--- src/rtl/ecc_reg_scrubber.sv ---
// Background SEC-DED scrubber for the register file: periodically reads one register, checks it,
// and writes back corrected data/parity through an arbitrated port. Double errors are only logged.
module ecc_reg_scrubber #(
    parameter int unsigned INTERVAL   = 1024,
    parameter int unsigned FIRST_ADDR = 1,
    parameter int unsigned LAST_ADDR  = 31,
    parameter int unsigned CNT_W      = 16
) (
    input  logic             clk,
    input  logic             rstN,
    input  logic             scrub_en,
    input  logic             clear_stats,
    output logic [4:0]       rd_addr,
    input  logic [31:0]      rd_data,
    input  logic [14:0]      rd_parity,
    input  logic             cpu_we,
    input  logic [4:0]       cpu_waddr,
    output logic             wb_req,
    input  logic             wb_gnt,
    output logic [4:0]       wb_addr,
    output logic [31:0]      wb_data,
    output logic [14:0]      wb_parity,
    output logic [CNT_W-1:0] corr_count,
    output logic [CNT_W-1:0] uncorr_count,
    output logic             uncorr_flag,
    output logic [4:0]       uncorr_addr,
    output logic             busy
);

    localparam int unsigned WaitW = (INTERVAL > 1) ? $clog2(INTERVAL) : 1;
    localparam logic [WaitW-1:0] WaitLoad = WaitW'(INTERVAL - 1);
    localparam logic [4:0] FirstA = 5'(FIRST_ADDR);
    localparam logic [4:0] LastA  = 5'(LAST_ADDR);

    // Hsiao-style H matrix: data bit i uses the i-th weight-3 column in lexicographic order,
    // parity bits are unit columns, so every single-bit syndrome is distinct and odd.
    function automatic logic [479:0] gen_cols();
        logic [479:0] r;
        int n;
        r = '0;
        n = 0;
        for (int a = 0; a < 15; a++) begin
            for (int b = a + 1; b < 15; b++) begin
                for (int c = b + 1; c < 15; c++) begin
                    if (n < 32) begin
                        r[n*15 +: 15] = (15'(1) << a) | (15'(1) << b) | (15'(1) << c);
                        n++;
                    end
                end
            end
        end
        return r;
    endfunction

    localparam logic [479:0] HCols = gen_cols();

    function automatic logic [14:0] encode(input logic [31:0] d);
        logic [14:0] p;
        p = '0;
        for (int i = 0; i < 32; i++) begin
            if (d[i]) p = p ^ HCols[i*15 +: 15];
        end
        return p;
    endfunction

    typedef enum logic [2:0] {StIdle, StWait, StRead, StCheck, StWb} state_e;

    state_e           state_q, state_d;
    logic [4:0]       addr_q, addr_d;
    logic [WaitW-1:0] wcnt_q, wcnt_d;
    logic [31:0]      cap_data_q, cap_data_d;
    logic [14:0]      cap_par_q, cap_par_d;
    logic             wb_req_q, wb_req_d;
    logic [4:0]       wb_addr_q, wb_addr_d;
    logic [31:0]      wb_data_q, wb_data_d;
    logic [14:0]      wb_par_q, wb_par_d;
    logic [CNT_W-1:0] corr_q, corr_d, uncorr_q, uncorr_d;
    logic             uflag_q, uflag_d;
    logic [4:0]       uaddr_q, uaddr_d;

    logic [14:0] syn, enc_corr;
    logic [31:0] corrected;
    logic        hit, dbl_err, sgl_err, conflict, corr_inc, unc_inc;
    logic [4:0]  next_addr;

    always_comb begin
        syn       = encode(cap_data_q) ^ cap_par_q;
        corrected = cap_data_q;
        hit       = 1'b0;
        for (int i = 0; i < 32; i++) begin
            if (syn == HCols[i*15 +: 15]) begin
                corrected[i] = ~cap_data_q[i];
                hit          = 1'b1;
            end
        end
        enc_corr = encode(corrected);
        dbl_err  = (syn != '0) && !hit && !$onehot(syn);
        sgl_err  = !dbl_err && ((corrected != cap_data_q) || (enc_corr != cap_par_q));
    end

    assign conflict  = cpu_we && (cpu_waddr == addr_q);
    assign next_addr = (addr_q == LastA) ? FirstA : addr_q + 5'd1;

    always_comb begin
        state_d    = state_q;
        addr_d     = addr_q;
        wcnt_d     = wcnt_q;
        cap_data_d = cap_data_q;
        cap_par_d  = cap_par_q;
        wb_req_d   = wb_req_q;
        wb_addr_d  = wb_addr_q;
        wb_data_d  = wb_data_q;
        wb_par_d   = wb_par_q;
        uaddr_d    = uaddr_q;
        corr_inc   = 1'b0;
        unc_inc    = 1'b0;

        if (!scrub_en) begin
            state_d  = StIdle;
            wb_req_d = 1'b0;
        end else begin
            unique case (state_q)
                StIdle: begin
                    state_d = StWait;
                    wcnt_d  = WaitLoad;
                end
                StWait: begin
                    if (wcnt_q == '0) state_d = StRead;
                    else              wcnt_d  = wcnt_q - 1'b1;
                end
                StRead: begin
                    cap_data_d = rd_data;
                    cap_par_d  = rd_parity;
                    state_d    = StCheck;
                    if (conflict) begin
                        state_d = StWait;
                        wcnt_d  = WaitLoad;
                        addr_d  = next_addr;
                    end
                end
                StCheck: begin
                    if (dbl_err) begin
                        unc_inc = 1'b1;
                        uaddr_d = addr_q;
                    end else if (sgl_err) begin
                        corr_inc  = 1'b1;
                        wb_addr_d = addr_q;
                        wb_data_d = corrected;
                        wb_par_d  = enc_corr;
                    end
                    if (sgl_err && !conflict) begin
                        state_d  = StWb;
                        wb_req_d = 1'b1;
                    end else begin
                        state_d = StWait;
                        wcnt_d  = WaitLoad;
                        addr_d  = next_addr;
                    end
                end
                StWb: begin
                    if (conflict || wb_gnt) begin
                        state_d  = StWait;
                        wcnt_d   = WaitLoad;
                        addr_d   = next_addr;
                        wb_req_d = 1'b0;
                    end
                end
                default: state_d = StIdle;
            endcase
        end

        corr_d   = corr_q;
        uncorr_d = uncorr_q;
        uflag_d  = uflag_q;
        if (clear_stats) begin
            corr_d   = '0;
            uncorr_d = '0;
            uflag_d  = 1'b0;
            uaddr_d  = '0;
        end else begin
            if (corr_inc && (corr_q != '1)) corr_d = corr_q + 1'b1;
            if (unc_inc) begin
                uflag_d = 1'b1;
                if (uncorr_q != '1) uncorr_d = uncorr_q + 1'b1;
            end
        end
    end

    always_ff @(posedge clk or negedge rstN) begin
        if (!rstN) begin
            state_q    <= StIdle;
            addr_q     <= FirstA;
            wcnt_q     <= WaitLoad;
            cap_data_q <= '0;
            cap_par_q  <= '0;
            wb_req_q   <= 1'b0;
            wb_addr_q  <= '0;
            wb_data_q  <= '0;
            wb_par_q   <= '0;
            corr_q     <= '0;
            uncorr_q   <= '0;
            uflag_q    <= 1'b0;
            uaddr_q    <= '0;
        end else begin
            state_q    <= state_d;
            addr_q     <= addr_d;
            wcnt_q     <= wcnt_d;
            cap_data_q <= cap_data_d;
            cap_par_q  <= cap_par_d;
            wb_req_q   <= wb_req_d;
            wb_addr_q  <= wb_addr_d;
            wb_data_q  <= wb_data_d;
            wb_par_q   <= wb_par_d;
            corr_q     <= corr_d;
            uncorr_q   <= uncorr_d;
            uflag_q    <= uflag_d;
            uaddr_q    <= uaddr_d;
        end
    end

    assign rd_addr      = addr_q;
    assign wb_req       = wb_req_q;
    assign wb_addr      = wb_addr_q;
    assign wb_data      = wb_data_q;
    assign wb_parity    = wb_par_q;
    assign corr_count   = corr_q;
    assign uncorr_count = uncorr_q;
    assign uncorr_flag  = uflag_q;
    assign uncorr_addr  = uaddr_q;
    assign busy         = (state_q == StRead) || (state_q == StCheck) || (state_q == StWb);

endmodule

--- config.mk ---
export PLATFORM = sky130hd
export DESIGN_NAME = ecc_reg_scrubber
export DESIGN_NICKNAME = d
export VERILOG_FILES = /design/src/rtl/ecc_reg_scrubber.sv
export SDC_FILE = /design/constraint.sdc
export NUM_CORES = 1
export LEC_CHECK = 0
export ABC_AREA = 1
export CAP_MARGIN = 25
export CORE_ASPECT_RATIO = 0.5
export CORE_MARGIN = 3
export CORE_UTILIZATION = 30
export CTS_CLUSTER_DIAMETER = 30
export DETAILED_ROUTE_END_ITERATION = 6
export MAX_ROUTING_LAYER = met4
export PLACE_DENSITY = 0.55
export SLEW_MARGIN = 20
export SYNTH_ARGS = -nofsm -noshare
export SYNTH_HDL_FRONTEND = slang
export SYNTH_SLANG_ARGS = --single-unit
--- constraint.sdc ---
create_clock -name clk -period 5.85 [get_ports clk]
set_input_delay 0.585 -clock clk [delete_from_list [all_inputs] [get_ports clk]]
set_output_delay 0.585 -clock clk [all_outputs]
set_load 0.01 [all_outputs]
==> impl_metrics.yaml, run 1 <==
outcome:
  run_status: "finished, violations left"
  failing_checks: "setup timing"
logic_synthesis:
  seq_area_frac_synth_pct: 35.5
  post_synth_most_frequent_cells: "sky130_fd_sc_hd__nand2_1, sky130_fd_sc_hd__nand3_1, sky130_fd_sc_hd__dfrtp_1, sky130_fd_sc_hd__inv_1, sky130_fd_sc_hd__nor2_1"
  synth-edff-count: 0
  post-synth-top-count-cell: "sky130_fd_sc_hd__nand2_1"
  synth.distinct_cells: 43
  syn_area_um2: 11000
  yosys_most_used_dff: "sky130_fd_sc_hd__dfrtp_1"
  cell_types_occupying_the_most_area_after_synthesis: "sky130_fd_sc_hd__dfrtp_1, sky130_fd_sc_hd__nand2_1, sky130_fd_sc_hd__nand3_1"
  synth.ff_latch_count: 156
  ys_warn_count: 0
  syn_area_per_cell_um2: 6.78
  synthDominantCellAreaShare_pct: 32.9
  yosysTopAreaCell: "sky130_fd_sc_hd__dfrtp_1"
  synth_async_sr_flop_share_pct: 100
  syn-num-nets: 1705
  synth_cells: 1626
setup_path:
  critical_path.most_common_cell: "sky130_fd_sc_hd__fa_1"
  start_kind: "register"
  largest_stage_delay_worst_path_ns: 0.53
  setup.worst_path.end_class: "register"
  crit_fanout: 4
  setup.worst_path.class: "reg -> reg"
  crit_path_top_delay_cell: "sky130_fd_sc_hd__fa_1"
  critPathRequiredTime_ns: 6.19
  timing.critical_path.arrival_ns: 6.35
place:
  dpl_cell_area_um2: 13600
  post-dp-hpwl_um: 30400
  placement.io_buffers: 154
  place.detailed.instances: 2284
  gp_congestion: 0.982
global_route:
  wire_length_of_the_first_global_routing_pass_um: 60400
  most_crowded_layer_gr: "met2"
  antenna_found_initial: 0
  gr-usage-met1_pct: 27.1
  grt_max_degree: 62
  globalRouteOverflowTotal: 0
  globalRouteTotalUtil_pct: 20.3
  grt_use_met3_pct: 3.39
  grt_pass1_vias: 10600
  groute.layer.met2.usage_pct: 32.5
finish:
  layout.cells.non_filler: 2329
  stdcell_area_um2: 14500
  fillers: 3661
  final-seq-area_um2: 3920
  area_growth_syn_to_layout_pct: 31.1
  final_layout_size_suffix_gt1_share_pct: 13.1
  antennaDiodeCount: 0
  final_nets: 1921
  area_used_by_multi_input_combinational_logic_um2: 6470
die:
  width_of_the_die_um: 277
  floorplan.initialDensity_pct: 31.2
  fp-row-count: 48
  die_area_um2: 39200
  core_area_um2: 35300
  num_io_pins: 155
  die_height_um: 142
detailed_routing:
  drt_first_iter_violations: 960
  route.vias.total: 11300
  routed_via_density: 4.83
  avgRoutedWirePerCell_um: 16.4
  ant_nets: 0
  drt-pass1-iter-count: 5
  remaining_drc_errors: 0
  finalWirelength_um: 38300
timing:
  slew_violations: 0
  relSlewSlack_pct: 50.9
  clock-skew-final_ns: 0.0111
  fmaxAchievable_mhz: 166
  slew_at_the_pin_closest_to_its_max_slew_limit_ns: 0.731
  setup_slack_ns: -0.163
  timing.final.hold_violations: 0
  rsz0062_at_grt: "yes"
  timing.final.crit_share_pct: 103
  final_period_minus_worst_setup_slack_ns: 6.01
  aggregate_negative_setup_slack_ns: -0.746
  setup_viol_count_final: 15
  holdWs_ns: 0.134
run:
  drv.max_cap_violation_count: 0
worst_hold_path:
  hold_path.class: "in -> async"
cts:
  tritoncts_num_sinks: 156
  cts_max_path_buffers: 2
  cts_hold_buf: 0
  cts-root-buf: "sky130_fd_sc_hd__clkbuf_16"
  htreeDepth: 4
  insertion_delay_ns: 0.45
  number_of_buffers_added_by_the_clock_tree_synthesis_step: 17
  cts.clk_slew.worst_paths_ns: 0.07
  tritoncts: "yes"
## logic make-up after synthesis
kind of cell	Yosys count	share of synthesized area, %
fa+ha+maj	21	3.06
buf+inv	205	7.50
xor+xnor	80	6.42
mux	2	0.204
flops	156	35.5
compound gates	135	6.30
simple gates	1027	41.0
## sequential cells by signal, indices dropped and copies added (netlist names), 3 cells and up
register,cells
cap_data_q,32
cap_par_q,15
corr_count,16
rd_addr,5
state_q,3
uncorr_addr,5
uncorr_count,16
wb_addr,5
wb_data,32
wb_parity,15
wcnt_q,10
## critical path, delay by kind of cell (launching register included)
kind	cells	cell delay, ns
flip-flops	1	0.41
AO/OA/AOI/OAI	2	0.19
XOR/XNOR	5	0.97
adder cells (fa/ha/maj)	6	2.82
buffers and inverters	4	0.33
AND/OR/NAND/NOR	9	1.19
## metal layers
layer,wire length (um),share of wire (%)
met1,17500,46
met2,18100,47
met3,2160,5.6
met4,579,1.5
met5,0,0
## cell type report
cell class / count / area share (%)
clock buffer: 17 / 2.94
clock inverter: 14 / 1.08
inverter: 155 / 4.06
multi-input combinational: 1265 / 44.8
sequential: 156 / 27.1
tap: 475 / 4.11
timing repair buffer: 247 / 16.0
## timing repair
action | 4_1_cts | 5_1_grt
hold endpoints to repair | 0 | 0
pin swaps | 8 | 10
resized for setup | 23 | 26
setup endpoints to repair | 11 | 108
setup buffers | 9 | 5
## cells in the final DEF (no fill, tap or decap), drive strengths merged, types with 2 or more instances in the layout
cell | synthesis | final
a21oi | 59 | 59
buf | 30 | 94
bufinv | 0 | 2
clkbuf | 20 | 17
clkdlybuf4s50 | 0 | 153
clkinv | 5 | 10
dfrtp | 145 | 145
dfstp | 11 | 11
fa | 10 | 10
ha | 11 | 11
inv | 150 | 156
mux2 | 2 | 2
nand2 | 618 | 618
nand3 | 166 | 166
nand3b | 2 | 2
nand4 | 69 | 69
nor2 | 144 | 144
nor3 | 15 | 15
nor3b | 2 | 2
nor4 | 4 | 4
o21a | 2 | 2
o21ai | 70 | 70
or2 | 5 | 5
or4 | 2 | 2
xnor2 | 28 | 28
xor2 | 52 | 52
## path summary, 6_finish.rpt
path / cells past startpoint / endpoint / from / slack, ns
min in group clk: 2 / wcnt_q[1] / wcnt_q[1] / 0.47
worst max-delay path: 26 / uncorr_count[11] / cap_data_q[2] / -0.16
worst min register to register: 2 / wcnt_q[1] / wcnt_q[1] / 0.47
worst min-delay path: 1 / cap_data_q[21] / rstN / 0.13
worst max register to register: 26 / uncorr_count[11] / cap_data_q[2] / -0.16
max in group asynchronous: 2 / uncorr_addr[0] / rstN / 4.63
## stage by stage
step	worst slack, ns	utilization [%]
global placement	-0.168	38.5
finish	-0.163	40.9
CTS	-0.149	40.5
floorplan	-0.0171	-
global route	-0.555	40.9
detailed placement	-0.231	38.5
Power of run 1 is not shown: default switching activity piles up to over one toggle a cycle in this logic, so the estimate is an artifact.
==> run 2: changes to the inputs <==
- GPL_ROUTABILITY_DRIVEN: default -> 0
==> run 2 against run 1 <==
Compared with the run above: the flow still finishes with violations (setup timing); non-clock buffer count is 5 higher; hold slack worse by 0.039 ns; via count is 1.1% higher; clock-buffer cell count is 2 higher; die area stayed put; critical endpoint is now uncorr_count[14]; largest cell class unchanged.
==> impl_metrics.yaml, run 2 (synthesized netlist as in run 1, its figures left out) <==
outcome:
  run_status: "finished, violations left"
  failing_checks: "setup timing"
setup_path:
  setup.worst_path.end_class: "register"
  setup.worst_path.class: "reg -> reg"
  critPathRequiredTime_ns: 6.23
  timing.critical_path.arrival_ns: 6.48
  crit_fanout: 5
  setup.worst_path.start: "cap_data_q[2]"
  reg2reg_from: "cap_data_q[2]"
  start_kind: "register"
detailed_routing:
  drt-pass1-iter-count: 6
  finalWirelength_um: 38300
  avgRoutedWirePerCell_um: 16.4
  remaining_drc_errors: 0
  ant_nets: 0
  drt_first_iter_violations: 1037
  routed_via_density: 4.87
  route.vias.total: 11400
timing:
  holdWs_ns: 0.0956
  timing.final.hold_violations: 0
  setup_viol_count_final: 94
  slew_violations: 0
  final_period_minus_worst_setup_slack_ns: 6.10
  fmaxAchievable_mhz: 164
  rsz0062_at_grt: "yes"
  timing.final.crit_share_pct: 104
  setup_slack_ns: -0.246
  relSlewSlack_pct: 48.2
  slew_at_the_pin_closest_to_its_max_slew_limit_ns: 0.771
  clock-skew-final_ns: 0.0115
die:
  die_height_um: 142
  num_io_pins: 155
  floorplan.initialDensity_pct: 31.2
  core_area_um2: 35300
  fp-row-count: 48
  width_of_the_die_um: 277
  die_area_um2: 39200
run:
  drv.max_cap_violation_count: 0
cts:
  tritoncts_num_sinks: 156
  tritoncts: "yes"
  cts.clk_slew.worst_paths_ns: 0.07
  number_of_buffers_added_by_the_clock_tree_synthesis_step: 17
  cts_max_path_buffers: 2
  cts_hold_buf: 0
  htreeDepth: 4
  insertion_delay_ns: 0.45
  cts-root-buf: "sky130_fd_sc_hd__clkbuf_16"
global_route:
  grt_pass1_vias: 10500
  grt_max_degree: 55
  antenna_found_initial: 0
  globalRouteTotalUtil_pct: 19.8
  globalRouteOverflowTotal: 0
  wire_length_of_the_first_global_routing_pass_um: 59000
finish:
  area_growth_syn_to_layout_pct: 31.4
  final_common_cell: "sky130_fd_sc_hd__nand2_1"
  final_layout_size_suffix_gt1_share_pct: 13.0
  fillers: 3739
  final_nets: 1926
  final-seq-area_um2: 3920
  antennaDiodeCount: 0
  area_used_by_multi_input_combinational_logic_um2: 6430
  finish.utilization_pct: 41.0
  layout_common_cells: "sky130_fd_sc_hd__nand2_1, sky130_fd_sc_hd__nand3_1, sky130_fd_sc_hd__clkdlybuf4s50_1"
place:
  placement.io_buffers: 154
  post-dp-hpwl_um: 30100
worst_hold_path:
  hold_path.class: "in -> async"
run 2: changes by cell type in the layout (fill, tap and decap cells not counted), moves of 2 or more:
| cell | previous run | this run |
|---|---|---|
| sky130_fd_sc_hd__nand3_2 | 11 | 9 |
| sky130_fd_sc_hd__xnor2_1 | 24 | 26 |
| sky130_fd_sc_hd__inv_4 | 2 | 0 |
| sky130_fd_sc_hd__xnor2_2 | 4 | 2 |
| sky130_fd_sc_hd__o21ai_1 | 60 | 53 |
| sky130_fd_sc_hd__o21ai_0 | 9 | 17 |
| sky130_fd_sc_hd__inv_8 | 0 | 2 |
| sky130_fd_sc_hd__buf_6 | 12 | 10 |
| sky130_fd_sc_hd__buf_4 | 80 | 86 |
| sky130_fd_sc_hd__inv_1 | 120 | 122 |
run 2: layout make-up:
| class | count | area share (%) |
|---|---|---|
| well taps | 475 | 4.10 |
| repair buffers | 252 | 16.3 |
| clock buffers | 19 | 3.06 |
| flip-flops and latches | 156 | 27.0 |
| inverters | 155 | 4.05 |
| multi-input cells | 1265 | 44.4 |
| clock inverters | 13 | 1.07 |
run 2: worst paths after layout:
path,to,slack (ns),cells past startpoint
worst max-delay path,uncorr_count[14],-0.25,24
worst min-delay path,cap_data_q[22],0.1,1
worst max register to register,uncorr_count[14],-0.25,24
worst min register to register,wcnt_q[9],0.46,2
max in group asynchronous,uncorr_addr[0],4.67,2
min in group clk,wcnt_q[9],0.46,2
run 2: worst max-delay path, stage by stage (launching register included):
cell,delay [ns]
sky130_fd_sc_hd__dfrtp_1,0.41
sky130_fd_sc_hd__xnor2_2,0.17
sky130_fd_sc_hd__xor2_1,0.24
sky130_fd_sc_hd__xor2_1,0.20
sky130_fd_sc_hd__xor2_1,0.22
sky130_fd_sc_hd__xor2_1,0.25
sky130_fd_sc_hd__xor2_2,0.13
sky130_fd_sc_hd__fa_1,0.54
sky130_fd_sc_hd__inv_1,0.05
sky130_fd_sc_hd__fa_1,0.47
sky130_fd_sc_hd__fa_1,0.51
sky130_fd_sc_hd__inv_1,0.05
sky130_fd_sc_hd__fa_1,0.45
sky130_fd_sc_hd__fa_2,0.37
sky130_fd_sc_hd__fa_1,0.49
sky130_fd_sc_hd__nor2_1,0.04
sky130_fd_sc_hd__nand4_1,0.16
sky130_fd_sc_hd__nand4_1,0.14
sky130_fd_sc_hd__nand2_1,0.15
sky130_fd_sc_hd__nand2_2,0.10
sky130_fd_sc_hd__nor3_4,0.27
sky130_fd_sc_hd__nand3_2,0.16
sky130_fd_sc_hd__nor3_2,0.24
sky130_fd_sc_hd__o21ai_1,0.07
sky130_fd_sc_hd__a21oi_1,0.12
run 2: metrics by stage:
| step | instances | setup TNS (ns) | worst slack (ns) | area, um^2 |
|---|---|---|---|---|
| after floorplan | 1626 | -0.0171 | -0.0171 | 11100 |
| after global placement | 2287 | -0.726 | -0.144 | 13600 |
| after detailed placement | 2287 | -1.37 | -0.207 | 13600 |
| after CTS | 2323 | -0.886 | -0.125 | 14300 |
| after global routing | 2335 | -38.05 | -0.595 | 14500 |
| final | 2335 | -6.59 | -0.246 | 14500 |
run 2: what timing repair did:
action | CTS | global route
cloned | 0 | 3
pin swaps | 7 | 14
gates resized for setup | 7 | 24
buffers inserted | 4 | 9
setup endpoints to repair | 36 | 108
run 2: layer usage:
layer	share of wire, %	vias to the layer above	track usage [%]	wire (um)
met5	0	-	-	0
li1	-	5668	-	-
met2	48	302	32.4	18300
met1	45	5368	25.7	17300
met4	1.5	0	4.69	590
met3	5.3	42	3.60	2040
Power of run 2 is left out for the same reason.
==> run 3: changes to the inputs <==
- CORE_UTILIZATION: 30 -> 51
- PLACE_DENSITY: 0.55 -> 0.82
==> run 3 against run 2 <==
Compared with the run above: the run ends with DRC, setup timing left; sequential cell count unchanged; worst setup slack lost 0.12 ns; global-route usage grew 10 points; design area shrank 3.2%; die area is 40% lower; hold slack better by 0.14 ns; sequential share of layout area is 0.90 points higher; clock skew hardly changed; clock-buffer cell count unchanged; via count rose by 2.9%; critical endpoint is now uncorr_count[8]; highest routed layer unchanged.
==> impl_metrics.yaml, run 3 (synthesized netlist as in run 1, its figures left out) <==
place:
  pre_cts_slack_ns: -0.435
  post-dp-hpwl_um: 26500
  placement.io_buffers: 154
timing:
  slew_at_the_pin_closest_to_its_max_slew_limit_ns: 0.964
  timing.final.crit_share_pct: 106
  clock-skew-final_ns: 0.0117
  timing.final.hold_violations: 0
  fmaxAchievable_mhz: 161
  relSlewSlack_pct: 35.7
  setup_slack_ns: -0.370
  slew_violations: 0
  rsz0062_at_grt: "yes"
  setup_viol_count_final: 79
  final_period_minus_worst_setup_slack_ns: 6.22
finish:
  fillers: 1784
  area_used_by_multi_input_combinational_logic_um2: 6410
  final_common_cell: "sky130_fd_sc_hd__nand2_1"
  area_growth_syn_to_layout_pct: 27.1
  final_layout_size_suffix_gt1_share_pct: 11.8
  final-seq-area_um2: 3920
  final_nets: 1904
  layout_common_cells: "sky130_fd_sc_hd__nand2_1, sky130_fd_sc_hd__nand3_1, sky130_fd_sc_hd__clkdlybuf4s50_1"
global_route:
  antenna_found_initial: 1
  globalRouteTotalUtil_pct: 29.9
  wire_length_of_the_first_global_routing_pass_um: 53700
  grt_max_degree: 105
  grt_pass1_vias: 10400
  globalRouteOverflowTotal: 0
cts:
  cts_max_path_buffers: 2
  cts-root-buf: "sky130_fd_sc_hd__clkbuf_16"
  tritoncts_num_sinks: 156
  insertion_delay_ns: 0.45
  tritoncts: "yes"
  number_of_buffers_added_by_the_clock_tree_synthesis_step: 17
  cts_hold_buf: 0
  htreeDepth: 4
  cts.clk_slew.worst_paths_ns: 0.07
setup_path:
  critical_path.most_common_cell: "sky130_fd_sc_hd__fa_1"
  critical-path-top-delay-family: "adder cells"
  critPathRequiredTime_ns: 6.19
  timing.critical_path.arrival_ns: 6.56
  largest_stage_delay_worst_path_ns: 0.56
  worst_r2r_path_depth: 26
  setup.worst_path.class: "reg -> reg"
  worst-path-stages: 26
  reg2reg_from: "cap_data_q[30]"
  start_kind: "register"
  critical_path.n_buffers_inverters: 5
  crit_path_top_delay_cell: "sky130_fd_sc_hd__fa_1"
  crit_fanout: 3
  setup.worst_path.start: "cap_data_q[30]"
  setup.worst_path.end_class: "register"
detailed_routing:
  routed_via_density: 5.49
  finalWirelength_um: 34500
  route.vias.total: 11700
  remaining_drc_errors: 1
  drt_first_iter_violations: 1287
  drt-pass1-iter-count: 7
  ant_nets: 0
  avgRoutedWirePerCell_um: 16.2
die:
  num_io_pins: 155
  floorplan.initialDensity_pct: 52.8
  die_area_um2: 23500
  die_height_um: 110
  fp-row-count: 37
  width_of_the_die_um: 214
  core_area_um2: 20900
worst_hold_path:
  hold_path.class: "in -> async"
run:
  drv.max_cap_violation_count: 0
outcome:
  failing_checks: "DRC, setup timing"
  run_status: "finished, violations left"
run 3: cell types whose count changed in the layout (fill, tap and decap cells not counted), moves of 2 or more:
| cell | delta |
|---|---|
| sky130_fd_sc_hd__buf_12 | +2 |
| sky130_fd_sc_hd__nand3_1 | +3 |
| sky130_fd_sc_hd__clkinvlp_4 | +2 |
| sky130_fd_sc_hd__nand3_2 | -2 |
| sky130_fd_sc_hd__nor2_2 | +2 |
| sky130_fd_sc_hd__buf_4 | -17 |
| sky130_fd_sc_hd__buf_6 | -6 |
| sky130_fd_sc_hd__inv_6 | -2 |
run 3: path summary, 6_finish.rpt:
kind                                   end  slack [ns]
setup reg to reg           uncorr_count[8]       -0.37
hold reg to reg                  wcnt_q[9]        0.47
max in group asynchronous   cap_data_q[23]        4.37
hold / removal              corr_count[13]        0.24
min in group clk                 wcnt_q[9]        0.47
setup / recovery           uncorr_count[8]       -0.37
run 3: routing by layer:
metal	part of all wire (%)	GRT usage, %	vias up	wire, um
met3	11	7.58	106	3710
met4	3.3	12.1	0	1150
met2	45	46.8	608	15500
li1	-	-	5640	-
met1	41	37.9	5354	14200
met5	0	-	-	0
run 3: cell type report:
cell class,count,share of cell area [%]
Multi-Input combinational cell,1265,45.7
Sequential cell,156,27.9
Tap cell,292,2.61
Timing Repair Buffer,230,15.5
Clock inverter,13,0.964
Inverter,155,4.15
Clock buffer,19,3.09
Antenna cell,1,0.0179
run 3: timing repair:
| item | 4_1_cts | 5_1_grt |
|---|---|---|
| setup endpoints to repair | 94 | 107 |
| setup buffers | 7 | 4 |
| gates resized for setup | 12 | 9 |
| cloned | 0 | 0 |
| pin swaps | 12 | 9 |
run 3: worst register-to-register path, stage by stage, from the launching register on:
cell and delay [ns]:
sky130_fd_sc_hd__dfrtp_1 0.41, sky130_fd_sc_hd__inv_2 0.07, sky130_fd_sc_hd__nand2_1 0.06, sky130_fd_sc_hd__nand2_2 0.13, sky130_fd_sc_hd__xnor2_2 0.14, sky130_fd_sc_hd__xor2_1 0.21, sky130_fd_sc_hd__xor2_1 0.20, sky130_fd_sc_hd__xor2_1 0.27
sky130_fd_sc_hd__xor2_2 0.14, sky130_fd_sc_hd__fa_1 0.56, sky130_fd_sc_hd__inv_2 0.04, sky130_fd_sc_hd__fa_1 0.48, sky130_fd_sc_hd__fa_1 0.51, sky130_fd_sc_hd__inv_1 0.05, sky130_fd_sc_hd__fa_1 0.46, sky130_fd_sc_hd__fa_2 0.37
sky130_fd_sc_hd__fa_1 0.49, sky130_fd_sc_hd__nor2_1 0.05, sky130_fd_sc_hd__nand4_1 0.17, sky130_fd_sc_hd__nand4_1 0.20, sky130_fd_sc_hd__nand2_2 0.18, sky130_fd_sc_hd__nand2_4 0.08, sky130_fd_sc_hd__buf_12 0.13, sky130_fd_sc_hd__nor3_4 0.19
sky130_fd_sc_hd__buf_4 0.16, sky130_fd_sc_hd__nand3_2 0.07, sky130_fd_sc_hd__o221a_2 0.31
run 3: stage by stage:
stage          util (%)  std cells  TNS [ns]  hold slack [ns]  instance area [um^2]
2_1_floorplan         -       1626   -0.0171            0.289                 11100
3_3_place_gp       63.6       2088    -0.787            0.453                 13300
3_5_place_dp       63.6       2088     -7.02            0.452                 13300
4_1_cts            66.8       2127     -3.47            0.300                 14000
5_1_grt            67.1       2131    -30.41            0.321                 14000
6_report           67.1       2131     -5.71            0.239                 14000
Power of run 3 is left out for the same reason.
